<file path="src/rtl/north_sensor_if.sv">
// Sensor bus between the intersection controller and the north approach
// sensor: road selection and vehicle-count reading in, running average out.
interface north_sensor_if #(
    parameter int WIDTH = 8
);
    logic [1:0]       next_road;
    logic [WIDTH-1:0] data_in;
    logic [WIDTH-1:0] avg;

    modport master (
        output next_road,
        output data_in,
        input  avg
    );

    modport slave (
        input  next_road,
        input  data_in,
        output avg
    );
endinterface

</file>
<file path="src/rtl/north_sensor.sv">
// North-approach traffic sensor front end. Takes one vehicle-count sample on
// each entry into north selection and keeps the floor average of the last
// DEPTH samples. Empty slots count as zero, so the average ramps up after reset.
module north_sensor #(
    parameter int         WIDTH   = 8,
    parameter int         DEPTH   = 4,
    parameter logic [1:0] ROAD_ID = 2'b00
) (
    input  logic            clk,
    input  logic            reset,
    north_sensor_if.slave   bus
);
    localparam int LOG2D = $clog2(DEPTH);
    localparam int SUMW  = WIDTH + LOG2D;

    logic [WIDTH-1:0] r_slot [DEPTH];
    logic [SUMW-1:0]  r_sum;
    logic [LOG2D-1:0] r_wptr;
    logic [1:0]       r_prev_road;
    logic [WIDTH-1:0] r_avg;

    logic             w_event;
    logic [WIDTH-1:0] w_old;
    logic [SUMW-1:0]  w_sum_next;

    // Sample only on the transition into north selection, not while it is held.
    assign w_event    = (bus.next_road == ROAD_ID) && (r_prev_road != ROAD_ID);
    assign w_old      = r_slot[r_wptr];
    // Sum is wide enough for DEPTH full-scale samples, so this never wraps.
    assign w_sum_next = r_sum - SUMW'(w_old) + SUMW'(bus.data_in);

    // Previous-road tracker; reset value is chosen to differ from ROAD_ID so a
    // north selection present at reset release counts as an entry.
    always_ff @(posedge clk or posedge reset) begin
        if (reset) begin
            r_prev_road <= ~ROAD_ID;
        end else begin
            r_prev_road <= bus.next_road;
        end
    end

    // Sample history ring, running sum and write pointer, updated per event.
    always_ff @(posedge clk or posedge reset) begin
        if (reset) begin
            for (int i = 0; i < DEPTH; i++) begin
                r_slot[i] <= '0;
            end
            r_sum  <= '0;
            r_wptr <= '0;
        end else if (w_event) begin
            r_slot[r_wptr] <= bus.data_in;
            r_sum          <= w_sum_next;
            r_wptr         <= r_wptr + LOG2D'(1);
        end
    end

    // Registered floor average; trails the sum update by one clock.
    always_ff @(posedge clk or posedge reset) begin
        if (reset) begin
            r_avg <= '0;
        end else begin
            r_avg <= WIDTH'(r_sum >> LOG2D);
        end
    end

    assign bus.avg = r_avg;

endmodule

</file>
<file path="src/flat_wrapper.sv">
// flat-port wrapper written by rule: the top's interface ports become plain ports
module north_sensor_flat 
#(
    parameter int         WIDTH   = 8,
    parameter int         DEPTH   = 4,
    parameter logic [1:0] ROAD_ID = 2'b00
)
  (clk, reset, bus_next_road, bus_data_in, bus_avg);
  north_sensor_if #(.WIDTH(WIDTH)) bus_i ();
  input  logic clk;
  input  logic reset;
  input wire logic [$bits(bus_i.next_road)-1:0] bus_next_road;
  input wire logic [$bits(bus_i.data_in)-1:0] bus_data_in;
  output wire logic [$bits(bus_i.avg)-1:0] bus_avg;
  assign bus_i.next_road = bus_next_road;
  assign bus_i.data_in = bus_data_in;
  assign bus_avg = bus_i.avg;
  north_sensor #(.WIDTH(WIDTH), .DEPTH(DEPTH), .ROAD_ID(ROAD_ID)) u_core (.clk(clk), .reset(reset), .bus(bus_i));
endmodule
</file>
<file path="config.mk">
export PLATFORM = sky130hd
export DESIGN_NAME = north_sensor_flat
export DESIGN_NICKNAME = d
export VERILOG_FILES = /design/src/rtl/north_sensor_if.sv /design/src/rtl/north_sensor.sv /design/src/flat_wrapper.sv
export SDC_FILE = /design/constraint.sdc
export NUM_CORES = 1
export LEC_CHECK = 0
export ABC_AREA = 1
export BUFFER_PORTS_ARGS = -buffer_cell sky130_fd_sc_hd__buf_2
export CAP_MARGIN = 20
export CORE_ASPECT_RATIO = 0.6
export CORE_UTILIZATION = 52
export CTS_BUF_LIST = sky130_fd_sc_hd__clkbuf_16
export CTS_CLUSTER_SIZE = 24
export DETAILED_ROUTE_END_ITERATION = 8
export GPL_ROUTABILITY_DRIVEN = 0
export HOLD_SLACK_MARGIN = 0.05
export PLACE_DENSITY = 0.71
export SETUP_SLACK_MARGIN = 0.02
export SLEW_MARGIN = 10
export SYNTH_ARGS = -nofsm -noshare
export SYNTH_HDL_FRONTEND = slang
export SYNTH_SLANG_ARGS = --single-unit
</file>
<file path="constraint.sdc">
create_clock -name clk -period 4.5 [get_ports clk]
set_input_delay 0.9 -clock clk [delete_from_list [all_inputs] [get_ports clk]]
set_output_delay 0.9 -clock clk [all_outputs]
set_load 0.03 [all_outputs]
</file>
-- Yosys cells after proc, flatten, opt, wreduce, memory -nomap -nowiden
Index checks and enable logic that the tools add are counted.
- register bits after elaboration: 54
- latch bits: 0
- bits in writable memories: 0
- memory bits (read-only): 0
- input bits: 12
- output and inout port bits: 8
- word-level logic and storage cells: 24
- memories kept: 0
- add/subtract/negate cells: 3
- $mul: 0
- divide/modulo/power cells: 0
- magnitude comparators: 2
- equal/unequal tests: 0
- shifts and indexed selects: 0
- mux-type cells: 6
- bitwise gates (word level): 1
- reduce and logical (&&, ||, !) cells: 4
- operators by type and width (operator ; number):
    32-bit bitwise mux ; 1
    8-bit 2-to-1 mux ; 3
    8-bit binary-select mux with 2-bit select ; 1
    8-bit demux with 2-bit select ; 1
    10-bit by 8-bit adder with 10-bit output ; 1
    10-bit by 8-bit subtractor with 10-bit output ; 1
    3-bit >= comparator (second input constant) ; 1
    3-bit by 1-bit < comparator with 1-bit output (second input constant) ; 1
    2-bit NOT with 3-bit output ; 1
    2-bit by 1-bit adder with 2-bit output (second input constant) ; 1
    1-bit logical AND ; 2
    2-bit zero test ; 1
    2-bit nonzero test ; 1

-- Depth between registers and ports, before layout
- word-level depth: 6
- gate-level depth with buffers: 17
- depth with buffers taken out: 15

-- Worst setup path before layout
OpenSTA, ideal clock, no wires.
- kind: input to register
- from: in bus_data_in[4]
- to: reg u_core.r_sum[7]
- library setup time: 0.117 ns
- arrival time: 2.473 ns
- data required time: 4.383 ns
- path slack: 1.910 ns
- stages on the path: 10
- buffers on the path: 0
- path through: inv_1 -> fa_1 -> inv_1 -> ha_1 -> a21oi_1 -> nor2_1 -> nor2_1 -> nand3_1 -> nand3_1 -> nand2_1
- longest elaborated chain between the ends: 1
- RTL lines (element ; RTL line ; text):
    from (decl) ; flat_wrapper.sv:13 ; input wire logic [$bits(bus_i.data_in)-1:0] bus_data_in;
    10-bit by 8-bit adder with 10-bit output ; north_sensor.sv:30 ; assign w_sum_next = r_sum - SUMW'(w_old) + SUMW'(bus.data_in);
    to (signal assigned) ; north_sensor.sv:52 ; r_sum <= w_sum_next;
    to (decl) ; north_sensor.sv:17 ; logic [SUMW-1:0] r_sum;
No other way between the ends.
A chain may end at the register's enable or synchronous reset.

-- Worst setup path after layout
- from: reg u_core.r_wptr[0]
- to: reg u_core.r_sum[8]
- longest elaborated chain between the ends: 6
- RTL lines (element ; RTL line ; text):
    from (decl) ; north_sensor.sv:18 ; logic [LOG2D-1:0] r_wptr;
    from (signal assigned) ; north_sensor.sv:53 ; r_wptr <= r_wptr + LOG2D'(1);
    2-bit NOT with 3-bit output (implied by the code) ; north_sensor.sv:28 ; assign w_old = r_slot[r_wptr];
    8-bit binary-select mux with 2-bit select ; north_sensor.sv:28 ;
    8-bit 2-to-1 mux (implied by the code) (2 in series) ; north_sensor.sv:28 ;
    10-bit by 8-bit subtractor with 10-bit output ; north_sensor.sv:30 ;
    10-bit by 8-bit adder with 10-bit output ; north_sensor.sv:30 ;
No other way between the ends. The select of a mux whose other input is x is not followed.

==> reports/metrics.cfg <==
[sta]
slew_headroom = 0.544
rsz0062_at_grt = no
setup_viol = 0
final.setup.worst_slack_ns = 1.27
finClkSkew_ns = 0.00693
period_minus_slack_ns = 3.23
worstMarginPinSlew_ns = 0.684
fmax_ghz = 0.309
fin_crit_sh = 0.718
slew_violations = 0
final_hold_viol_count = 0
finalSetupTns_ns = 0

[die]
initial_core_util = 0.556
die-area_um2 = 5910
die_h_um = 59.9
boundaryPins = 20
die_x_um = 98.6
coreArea_um2 = 5230
rows = 20

[detailed_routing]
ant_nets = 0
wl_per_cell_um = 14.2
drt-initial-drc-count = 155
drt-total-wl_um = 5820
drc = 0
via_count = 2119
via_per_inst = 5.16
dr.pass1.iters = 4

[placed_design]
portBuffers = 19
dp_hpwl_um = 4180
pre_cts_ws_ns = 1.28

[hold_path]
hold_class = register to register
min-delay-start = u_core.r_sum[4]

[final_layout]
area_growth_pct = 9.03
fin_nets = 378
layout_commonest_cell = nand2_1
diodes = 0
nFillCells = 459
final_cell_mix = 78 x nand2_1, 52 x dfrtp_1, 47 x inv_1
fin_util = 0.606
layout-drive-gt1-share = 0.142

[synth]
synth_fp_nets = 360
syn_inst = 326
yosysSeqAreaShare = 0.465
syn_area_um2 = 2910
synth_top_cell_by_area = dfrtp_1
synth_cell_types = 27
synth_top_area_share = 0.447
synth_warnings = 0
ys_seq_elements = 54
syn_area_per_cell_um2 = 8.92
synth.area.top_cells = dfrtp_1 45%, nand2_1 10%, ha_1 6.0%

[grt]
antenna_found_initial = 0
grt_usage = 0.220
grt_max_degree = 55
grt_overflow = 0
grt_pass1_wl_um = 9790
grt_pass1_vias = 1973

[cts]
clockBufferDepth = 2
hold_buffers = 0
cts_setup_buffers = 0
cts_tree = yes
ctsResizeCount = 0
worstSkewPairLatency_ns = 0.29
clkSinkCount = 54
cts_root_buffer = clkbuf_16
clk_pin_slew_worst_paths_ns = 0.07
cts_buffers = 5
htreeDepth = 2

[critical_path]
r2r-end = u_core.r_sum[8]
cp.arrival_ns = 3.41
worstSetupPathType = register to register
critical-path-top-delay-family = adder cells
worst_ep_required_time_ns = 4.67
crit_fanout = 20
path_cells = inv_1 > o21ai_0 > o22ai_1 > ha_1 > inv_1 > ha_1 > inv_1 > fa_1 > o21ai_2 > nand2_1 > nand2_1 > nand2_1 > nand3_1 > nand2_1
cp-start-kind = register
crit_path_top_delay_cell = dfrtp_1
crit_top_cell = nand2_1
crit_end = u_core.r_sum[8]
r2r_start = u_core.r_wptr[0]
cp-end-kind = register
critPathMaxStageDelay_ns = 0.70
r2r_slack_ns = 1.27
path_buf_inv = 3
ff2ff_path_depth = 14
crit_start = u_core.r_wptr[0]
crit_cells = 14

[run_status]
status = completed

[run]
cap_violations = 0

[logic make-up after synthesis]
group	synth area share
simple gates	0.169
flops	0.465
buf+inv	0.0912
compound gates	0.147
fa+ha+maj	0.115
xor+xnor	0.0120
[worst register-to-register path, cell delays in order, from the launching register on]
cell and delay, ns:
dfrtp_1 0.70, inv_1 0.41, o21ai_0 0.27, o22ai_1 0.11
ha_1 0.28, inv_1 0.06, ha_1 0.17, inv_1 0.08
fa_1 0.44, o21ai_2 0.27, nand2_1 0.11, nand2_1 0.08
nand2_1 0.05, nand3_1 0.07, nand2_1 0.06
[metal layers]
layer	global-route usage	wire length [um]
met2	0.338	2360
met3	0.0398	262
met4	0.0469	53
met5	0	0
met1	0.330	3140
[synthesized netlist by cell type]
cell type and instances:
o21a_1 1, inv_1 46, nand3_1 10, o21bai_1 1
clkinv_1 1, a21oi_1 5, o21ai_2 14, nand2_1 78
nor2_1 24, dfstp_2 2, o22ai_1 9, xor2_1 2
inv_2 1, o21a_2 1, buf_4 2, fa_1 8
buf_2 2, dfrtp_1 52, xnor2_1 2, buf_8 1
o21ai_1 21, nand3b_1 1, nand2_4 4, buf_6 4
ha_1 14, o21ai_0 19, nand4_1 1
[cell type report]
class | count | area, um^2 | area share
Sequential cell | 54 | 1350 | 0.427
Multi-Input combinational cell | 215 | 1290 | 0.407
Inverter | 48 | 180 | 0.0568
Clock buffer | 5 | 125 | 0.0394
Timing Repair Buffer | 20 | 103 | 0.0323
Tap cell | 66 | 82.6 | 0.0260
Clock inverter | 3 | 37.5 | 0.0118
[registers in the layout, indices dropped and copies added, names as in the netlist]
signal and flops:
u_core.r_slot 32, u_core.r_sum 10, u_core.bus.avg 8, u_core.r_prev_road 2, u_core.r_wptr 2
[worst min-delay path by stage]
stage | endpoint | slack [ns] | cells after the start
6_report | u_core.bus.avg[2] | 0.38 | 0
4_1_cts | u_core.bus.avg[2] | 0.38 | 0
3_3_place_gp | u_core.bus.avg[2] | 0.36 | 0
3_5_place_dp | u_core.bus.avg[2] | 0.36 | 0
2_1_floorplan | u_core.bus.avg[0] | 0.35 | 0
5_1_grt | u_core.bus.avg[2] | 0.39 | 0
[per-stage QoR]
stage / hold WS, ns / cells / instance area, um^2
finish: 0.378 / 411 / 3170
CTS: 0.378 / 411 / 3170
detailed placement: 0.362 / 403 / 3010
global route: 0.389 / 411 / 3170
floorplan: 0.354 / 326 / 2910
global placement: 0.358 / 403 / 3010
Power is not shown: default switching activity piles up to over one toggle a cycle in this logic, so the estimate is an artifact.
